File: src/rtl/ct_decode_arbiter_pkg.sv
// +--------------------------------------------------------------------+
// | ct_pkg: word layout, bit positions and response type for the       |
// | shared CT1/CT2 decoder.                            Rev 1.0         |
// +--------------------------------------------------------------------+
`default_nettype none

package ct_pkg;

  localparam int CT_WORD_W  = 4;
  localparam int CT_IDW_MAX = 3;   // NREQ is capped at 8

  localparam int CT_C0 = 3;
  localparam int CT_C1 = 2;
  localparam int CT_K0 = 1;
  localparam int CT_K1 = 0;

  typedef logic [CT_WORD_W-1:0] ct_word_t;

  typedef struct packed {
    logic [CT_IDW_MAX-1:0] id;
    logic                  ct1;
    logic                  ct2;
  } ct_rsp_t;

endpackage

`default_nettype wire

File: src/rtl/ct_decode_arbiter_if.sv
// +--------------------------------------------------------------------+
// | ct_decode_arbiter_if: request/response bundle of the decode        |
// | arbiter. Optional miss_cnt under CT_MISS_FILTER_EN.  Rev 1.0       |
// +--------------------------------------------------------------------+
`default_nettype none

interface ct_decode_arbiter_if
  import ct_pkg::*;
#(
  parameter int NREQ = 4
);
  localparam int IDW = $clog2(NREQ);

  logic [NREQ-1:0]           req_valid;
  logic [CT_WORD_W*NREQ-1:0] req_word;
  logic [NREQ-1:0]           req_ready;
  logic                      rsp_valid;
  logic [IDW-1:0]            rsp_id;
  logic                      rsp_ct1;
  logic                      rsp_ct2;
  logic                      rsp_ready;
  logic                      busy;
`ifdef CT_MISS_FILTER_EN
  logic [7:0]                miss_cnt;

  modport master (
    output req_valid, req_word, rsp_ready,
    input  req_ready, rsp_valid, rsp_id, rsp_ct1, rsp_ct2, busy, miss_cnt
  );
  modport slave (
    input  req_valid, req_word, rsp_ready,
    output req_ready, rsp_valid, rsp_id, rsp_ct1, rsp_ct2, busy, miss_cnt
  );
`else
  modport master (
    output req_valid, req_word, rsp_ready,
    input  req_ready, rsp_valid, rsp_id, rsp_ct1, rsp_ct2, busy
  );
  modport slave (
    input  req_valid, req_word, rsp_ready,
    output req_ready, rsp_valid, rsp_id, rsp_ct1, rsp_ct2, busy
  );
`endif

endinterface

`default_nettype wire

File: src/rtl/ct_decode_arbiter_decode.sv
// +--------------------------------------------------------------------+
// | ct_decode: combinational code-key word -> {ct1, ct2}.  Rev 1.0     |
// +--------------------------------------------------------------------+
`default_nettype none

module ct_decode
  import ct_pkg::*;
(
  input  ct_word_t word_i,
  output logic     ct1_o,
  output logic     ct2_o
);

  assign ct1_o = ~word_i[CT_C0] &  word_i[CT_C1] &  word_i[CT_K0] & ~word_i[CT_K1];
  assign ct2_o =  word_i[CT_C0] & ~word_i[CT_C1] &  word_i[CT_K0] &  word_i[CT_K1];

endmodule

`default_nettype wire

File: src/rtl/ct_decode_arbiter.sv
// +--------------------------------------------------------------------+
// | ct_decode_arbiter: round-robin share of one CT decoder, 2-stage    |
// | pipeline. Option: CT_MISS_FILTER_EN drops misses.    Rev 1.0       |
// +--------------------------------------------------------------------+
`default_nettype none

module ct_decode_arbiter
  import ct_pkg::*;
#(
  parameter int NREQ = 4
) (
  input  logic               clk,
  input  logic               rst_n,
  ct_decode_arbiter_if.slave bus
);

  localparam int IDW = $clog2(NREQ);

  // Returns {found, id}; descending scan so the nearest index above ptr wins.
  function automatic logic [IDW:0] rr_pick(input logic [NREQ-1:0] valid,
                                           input logic [IDW-1:0]  ptr);
    logic [IDW:0] r;
    int           idx;
    r = '0;
    for (int k = NREQ - 1; k >= 0; k--) begin
      idx = (int'(ptr) + k) % NREQ;
      if (valid[idx]) r = {1'b1, IDW'(idx)};
    end
    return r;
  endfunction

  logic            a_valid_q, a_valid_d;
  ct_word_t        a_word_q, a_word_d;
  logic [IDW-1:0]  a_id_q, a_id_d;
  logic [IDW-1:0]  rr_ptr_q, rr_ptr_d;
  logic            rsp_valid_q, rsp_valid_d;
  ct_rsp_t         rsp_q, rsp_d;

  logic            dec_ct1, dec_ct2;
  logic            a_drop, b_free, a_free, b_load;
  logic [IDW:0]    pick;
  logic [NREQ-1:0] grant;

  ct_decode u_decode (
    .word_i (a_word_q),
    .ct1_o  (dec_ct1),
    .ct2_o  (dec_ct2)
  );

  always_comb begin
    a_drop = 1'b0;
`ifdef CT_MISS_FILTER_EN
    a_drop = a_valid_q & ~dec_ct1 & ~dec_ct2;
`endif
    b_free = ~rsp_valid_q | bus.rsp_ready;
    b_load = a_valid_q & b_free & ~a_drop;
    a_free = ~a_valid_q | b_free | a_drop;
    pick   = rr_pick(bus.req_valid, rr_ptr_q);

    grant       = '0;
    a_valid_d   = a_valid_q;
    a_word_d    = a_word_q;
    a_id_d      = a_id_q;
    rr_ptr_d    = rr_ptr_q;
    rsp_valid_d = rsp_valid_q;
    rsp_d       = rsp_q;

    if (a_free) begin
      a_valid_d = pick[IDW];
      if (pick[IDW]) begin
        grant[pick[IDW-1:0]] = 1'b1;
        a_word_d = bus.req_word[CT_WORD_W*int'(pick[IDW-1:0]) +: CT_WORD_W];
        a_id_d   = pick[IDW-1:0];
        rr_ptr_d = IDW'((int'(pick[IDW-1:0]) + 1) % NREQ);
      end
    end

    if (b_free) begin
      rsp_valid_d = b_load;
      if (b_load) begin
        rsp_d.id  = CT_IDW_MAX'(a_id_q);
        rsp_d.ct1 = dec_ct1;
        rsp_d.ct2 = dec_ct2;
      end
    end
  end

  always_ff @(posedge clk or negedge rst_n) begin
    if (!rst_n) begin
      a_valid_q   <= 1'b0;
      a_word_q    <= '0;
      a_id_q      <= '0;
      rr_ptr_q    <= '0;
      rsp_valid_q <= 1'b0;
      rsp_q       <= '0;
    end else begin
      a_valid_q   <= a_valid_d;
      a_word_q    <= a_word_d;
      a_id_q      <= a_id_d;
      rr_ptr_q    <= rr_ptr_d;
      rsp_valid_q <= rsp_valid_d;
      rsp_q       <= rsp_d;
    end
  end

`ifdef CT_MISS_FILTER_EN
  logic [7:0] miss_cnt_q;

  always_ff @(posedge clk or negedge rst_n) begin
    if (!rst_n) begin
      miss_cnt_q <= '0;
    end else if (a_drop && miss_cnt_q != 8'hFF) begin
      miss_cnt_q <= miss_cnt_q + 8'd1;
    end
  end

  assign bus.miss_cnt = miss_cnt_q;
`endif

  // Grant is combinational on req_valid, so mask it while reset is held.
  assign bus.req_ready = rst_n ? grant : '0;
  assign bus.rsp_valid = rsp_valid_q;
  assign bus.rsp_id    = IDW'(rsp_q.id);
  assign bus.rsp_ct1   = rsp_q.ct1;
  assign bus.rsp_ct2   = rsp_q.ct2;
  assign bus.busy      = a_valid_q | rsp_valid_q;

endmodule

`default_nettype wire

File: src/flat_wrapper.sv
// flat-port wrapper written by rule: the top's interface ports become plain ports
module ct_decode_arbiter_flat import ct_pkg::*;
#(
  parameter int NREQ = 4
)
  (clk, rst_n, bus_req_valid, bus_req_word, bus_rsp_ready, bus_req_ready, bus_rsp_valid, bus_rsp_id, bus_rsp_ct1, bus_rsp_ct2, bus_busy);
  ct_decode_arbiter_if #(.NREQ(NREQ)) bus_i ();
  input  logic clk;
  input  logic rst_n;
  input wire logic [$bits(bus_i.req_valid)-1:0] bus_req_valid;
  input wire logic [$bits(bus_i.req_word)-1:0] bus_req_word;
  input wire logic [$bits(bus_i.rsp_ready)-1:0] bus_rsp_ready;
  output wire logic [$bits(bus_i.req_ready)-1:0] bus_req_ready;
  output wire logic [$bits(bus_i.rsp_valid)-1:0] bus_rsp_valid;
  output wire logic [$bits(bus_i.rsp_id)-1:0] bus_rsp_id;
  output wire logic [$bits(bus_i.rsp_ct1)-1:0] bus_rsp_ct1;
  output wire logic [$bits(bus_i.rsp_ct2)-1:0] bus_rsp_ct2;
  output wire logic [$bits(bus_i.busy)-1:0] bus_busy;
  assign bus_i.req_valid = bus_req_valid;
  assign bus_i.req_word = bus_req_word;
  assign bus_i.rsp_ready = bus_rsp_ready;
  assign bus_req_ready = bus_i.req_ready;
  assign bus_rsp_valid = bus_i.rsp_valid;
  assign bus_rsp_id = bus_i.rsp_id;
  assign bus_rsp_ct1 = bus_i.rsp_ct1;
  assign bus_rsp_ct2 = bus_i.rsp_ct2;
  assign bus_busy = bus_i.busy;
  ct_decode_arbiter #(.NREQ(NREQ)) u_core (.clk(clk), .rst_n(rst_n), .bus(bus_i));
endmodule
File: config.mk
export PLATFORM = sky130hd
export DESIGN_NAME = ct_decode_arbiter_flat
export DESIGN_NICKNAME = d
export VERILOG_FILES = /design/src/rtl/ct_decode_arbiter_pkg.sv /design/src/rtl/ct_decode_arbiter_if.sv /design/src/rtl/ct_decode_arbiter_decode.sv /design/src/rtl/ct_decode_arbiter.sv /design/src/flat_wrapper.sv
export SDC_FILE = /design/constraint.sdc
export NUM_CORES = 1
export LEC_CHECK = 0
export ABC_AREA = 1
export CAP_MARGIN = 20
export CORE_MARGIN = 2
export CORE_UTILIZATION = 50
export DETAILED_ROUTE_END_ITERATION = 8
export GPL_TIMING_DRIVEN = 0
export PLACE_DENSITY = 0.86
export SYNTH_ARGS = -nofsm -noshare
export SYNTH_HDL_FRONTEND = slang
export SYNTH_SLANG_ARGS = --single-unit
File: constraint.sdc
create_clock -name clk -period 2.75 [get_ports clk]
set_input_delay 0.55 -clock clk [delete_from_list [all_inputs] [get_ports clk]]
set_output_delay 0.55 -clock clk [all_outputs]
set_load 0.01 [all_outputs]
# == Word-level counts from Yosys, hierarchy flattened ==
# Index checks and enable logic that the tools add are counted.
# word_totals
regBits,14
word_cells,63
out_inout_bits,10
# op_classes
n_shift,1
n_reduce_logical,6
magnitude_cmp,6
n_bitwise,18
add_sub_neg,4
muxes,20
# op_table
operator,count
indexed part select 16 x 5 -> 4 bit,1
"less-than comparator 3 x 4 -> 1 bit, second input constant",3
two-way mux 3 bit,4
two-way mux 4 bit,3
binary-select mux 1 bit (select 2 bit),4
two-way mux 1 bit,8
bitwise AND 1 bit,7
"less-than comparator 2 x 3 -> 1 bit, second input constant",2
OR reduction 2 bit,3
NOT 1 bit,5
"adder 2 x 1 -> 2 bit, second input constant",2
"adder 2 bit, second input constant",2
AND reduction 2 bit,2
"bitwise AND 1 bit, first input constant",3
OR 1 bit,3
demux 1 bit (select 2 bit),1
"greater-or-equal comparator 2 x 1 -> 1 bit, second input constant",1
logical AND 1 bit,1

# == Depth between registers and ports, before layout ==
# depth
ltp_word,17
depth_mapped,14

# == Modules after synthesis ==
# A second synthesis with hierarchy kept.
# unflattened
cells_unflattened,168
hier_area_um2,1037.2
# modules_own_cells
module,seq_area_each_um2,n_inst,area_each_um2,cells_per_inst
ct_decode_arbiter,350.3,1,1003.5,159
ct_decode,0.0,1,33.8,9

# == Worst setup path before layout ==
# OpenSTA, ideal clock, no wires.
# synth_timing
path_type,register to output
start,reg u_core.rr_ptr_q[0]
end,out bus_req_ready[0]
t_arrival_ps,1612
stages_incl_launch_ff,9
path_slack_ps,588
cell_sequence,dfrtp_1 > buf_6 > xnor2_1 > nand2_2 > nand3_2 > nand2_2 > nand2_4 > nand2_8 > nor4_1
# synth_between
elab_chain_cells,15
elab_cells_between_ends,26
classes_between,3 x add/sub; 2 x order compare; 20 x mux; 1 x reduce/logical
# synth_rtl
element,line_no,text
from (decl),ct_decode_arbiter.sv:35,"logic [IDW-1:0] rr_ptr_q, rr_ptr_d;"
from (signal assigned),ct_decode_arbiter.sv:100,rr_ptr_q <= rr_ptr_d;
adder 2 bit,ct_decode_arbiter.sv:26,idx = (int'(ptr) + k) % NREQ;
binary-select mux 1 bit (select 2 bit),ct_decode_arbiter.sv:27,"if (valid[idx]) r = {1'b1, IDW'(idx)};"
two-way mux 1 bit (not written as such) (2 in series),ct_decode_arbiter.sv:27,
two-way mux 3 bit (3 in series),ct_decode_arbiter.sv:27,
two-way mux 3 bit *,ct_decode_arbiter.sv:27,
less-than comparator 2 x 3 -> 1 bit (not written as such) / greater-or-equal comparator 2 x 1 -> 1 bit (equally long branches),ct_decode_arbiter.sv:71,grant[pick[IDW-1:0]] = 1'b1;
logical AND 1 bit (not written as such),ct_decode_arbiter.sv:71,
two-way mux 1 bit (not written as such),ct_decode_arbiter.sv:71,
demux 1 bit (select 2 bit),--,
two-way mux 4 bit *,ct_decode_arbiter.sv:70,if (pick[IDW]) begin
two-way mux 4 bit *,ct_decode_arbiter.sv:68,if (a_free) begin
two-way mux 4 bit *,ct_decode_arbiter.sv:121,assign bus.req_ready = rst_n ? grant : '0;
to (decl),flat_wrapper.sv:13,output wire logic [$bits(bus_i.req_ready)-1:0] bus_req_ready;
# Every way passes the cells marked *; elsewhere a longest branch is shown, timed or not. The select of a mux whose other input is x is not followed.

# == Final worst setup path ==
# layout_timing
start,reg u_core.rr_ptr_q[0]
end,out bus_req_ready[3]
# Same word-level chain as after synthesis.

==> results.yml <==
critical_path:
  critical_path.max_fanout: 10
  slowest_stage: "dfrtp_1"
  crit_required_ns: 2.20
  critical_path_arrival_ns: 2.12
  worstPathCellList: "buf_6 -> nand2_1 -> o21ai_4 -> nand2_2 -> nand3_4 -> nand3_4 -> nand2_8 -> inv_4 -> nor2_8 -> inv_2 -> nor3_2 -> buf_2"
  end_kind: "output pin"
  worst_setup_path_start_kind: "flop"
  cp_top_family: "simple AND/OR/NAND/NOR gates"
  path_buf_inv: 4
  crit_top_cell: "nand3_4"
  criticalPathCategory: "reg2out"
  max_stage_delay_ns: 0.47
die:
  start_util_pct: 54.0
  rows: 16
  die_w_um: 50.3
  io_pins: 33
  dieArea_sq_um: 2530
  die_h_um: 50.3
  core_sq_um: 1980
timing:
  rsz0062_at_grt: "false"
  timing.final.crit_share_pct: 97.2
  worst_pin_slew_ns: 0.641
  setup_viol_count_final: 0
  setup_ws_ns: 0.0758
  slew_viol_final: 0
  fmax_ghz: 0.374
  slew_headroom_pct: 57.3
  finalClockSkew_ns: 0.00655
  hold_violations: 0
  period_minus_slack_ns: 2.67
logic_synthesis:
  yosys_warnings: 0
  synth_top_cell_by_area: "dfrtp_1"
  synth_simple_gate_area_share_pct: 43.3
  ys_ff_latch: 14
  ys_top_cells_by_area: "dfrtp_1, nand2_1, inv_1"
  synthMuxAreaShare_pct: 0
  yosys_most_used_dff: "dfrtp_1"
  async_reset_ff_share_pct: 100
  syn_area_per_cell_sq_um: 6.78
  synth_nets: 181
  netlist_instances: 158
  synth_most_common_cell: "nand2_1"
  synth_xor_xnor_area_share_pct: 0.818
  ys_seq_area_share_pct: 32.7
  synth.distinct_cells: 29
  synthTopCellsByCount: "nand2_1, inv_1, nand3_1"
  synth_fa_ha_area_share_pct: 0
  synth_edf_count: 0
  syn-cell-area_sq_um: 1070
  synth_top_family_by_area: "simple AND/OR/NAND/NOR gates"
  synth_top_area_share_pct: 32.7
  synth_compound_area_share_pct: 9.23
clocking:
  clkSinkCount: 14
  clock_latency_ns: 0.28
  htreeDepth: 1
  holdBufCountCts: 0
  cts_buffers: 3
  tritoncts: "done"
  ctsLongestPathBuffers: 2
  cts-root-buf: "clkbuf_4"
  clk_pin_slew_ns: 0.09
power:
  p_per_area_nw_per_um2: 1260
  p_leak_uw: 0.000849
  ir_drop_mv: 1.09
  power.total_uw: 1980
routing:
  routed-via-count: 1127
  wirelength_um: 2710
  drtIter0Drc: 24
  viasPerCell: 4.99
  route.detailed.drc: 0
  post_drt_wl_per_cell_um: 12.0
  drtAntennaViolNets: 0
  firstDrtPassIters: 4
place:
  dp_hpwl_um: 1850
  gp_congestion: 0.861
  portBuffers: 32
  dp_slack_ns: -0.507
  dpl_cell_area_sq_um: 1430
min_path:
  hold_path.class: "in2async"
global_route:
  antenna_found_initial: 0
  grt_use_total_pct: 21.9
  grt_pass1_vias: 1057
  grt_pass1_wl_um: 4280
  grt_max_degree: 16
  grt-ovfl-total: 0
layout:
  syn_to_final_growth_pct: 46.6
  nFillCells: 125
  multi_input_area_sq_um: 662
  drive_gt1_share_pct: 25.1
  final_cell_area_sq_um: 1570
  seq_area_sq_um: 350
  antennaDiodeCount: 0
  fin_util_pct: 79.2
  nets: 223
flow_run:
  cap_violations: 0
outcome:
  status: "finished, final reports clean"
==> sequential cells by signal (all words and copies together), names as in the netlist <==
name                  flops
u_core.a_id_q             2
u_core.a_valid_q          1
u_core.a_word_q           4
u_core.bus.rsp_ct1        1
u_core.bus.rsp_ct2        1
u_core.bus.rsp_id         2
u_core.bus.rsp_valid      1
u_core.rr_ptr_q           2
==> metal layers <==
layer	vias up	global-route usage, %	share of wire [%]
li1	571	-	-
met1	512	24.9	40
met2	42	42.1	54
met3	2	1.19	4.8
met4	0	8.33	0.85
met5	-	0	0
==> power by group <==
group          internal [uW]  leakage, uW  switching (uW)
registers                304     0.000169            72.3
logic                    581     0.000659             881
clock network           80.5    0.0000210            65.4
total                    965     0.000849            1020
==> final timing paths <==
path | startpoint | endpoint | slack (ns) | cells past startpoint
setup / recovery | u_core.rr_ptr_q[0]$_DFFE_PN0P_ | bus_req_ready[3] | 0.08 | 12
max in group asynchronous | rst_n | u_core.bus.rsp_ct1$_DFFE_PN0P_ | 1.94 | 1
min in group clk | u_core.bus.rsp_ct2$_DFFE_PN0P_ | u_core.bus.rsp_ct2$_DFFE_PN0P_ | 0.49 | 2
hold / removal | rst_n | u_core.bus.rsp_valid$_DFFE_PN0N_ | 0.39 | 1
hold reg to reg | u_core.bus.rsp_ct2$_DFFE_PN0P_ | u_core.bus.rsp_ct2$_DFFE_PN0P_ | 0.49 | 2
setup reg to reg | u_core.rr_ptr_q[0]$_DFFE_PN0P_ | u_core.a_word_q[2]$_DFFE_PN0P_ | 0.76 | 14
==> through the flow <==
| stage | hold WS (ns) | std cells | setup TNS [ns] |
|---|---|---|---|
| after floorplan | 0.254 | 158 | 0 |
| after global placement | 0.465 | 217 | -1.70 |
| after detailed placement | 0.466 | 217 | -1.86 |
| after CTS | 0.408 | 224 | 0 |
| after global routing | 0.438 | 226 | 0 |
| final | 0.394 | 226 | 0 |
==> layout by cell type (no fill, tap or decap), drive strengths merged <==
cell / n
nand3: 22
xnor2: 1
clkbuf: 4
a21boi: 1
nor3: 1
nor2: 7
o21ai: 7
nor4: 1
and2: 1
or2: 1
a21oi: 2
nand2: 59
buf: 10
clkdlybuf4s50: 23
o41ai: 1
o21bai: 1
o31ai: 1
o211ai: 1
dfrtp: 14
inv: 36
dlymetal6s2s: 2
dlygate4sd2: 3
==> cell type report <==
| type | count | area share, % |
|---|---|---|
| plain buffers | 1 | 0.717 |
| inverters | 36 | 8.76 |
| well taps | 27 | 2.15 |
| clock buffers | 4 | 2.31 |
| multi-input cells | 107 | 42.2 |
| repair buffers | 37 | 21.6 |
| flip-flops and latches | 14 | 22.3 |
==> what timing repair did <==
item / in CTS / in global routing
setup buffers: 3 / 2
endpoints found under the setup margin: 4 / 3
pin swaps: 5 / 11
gates resized for setup: 24 / 19
==> cell families (layout without fill, tap and decap cells) <==
family	after synthesis	after routing
simple gates	92	92
buf+inv	37	78
compound gates	14	14
flops	14	14
xor+xnor	1	1
Power figures use the tool's default switching activity.
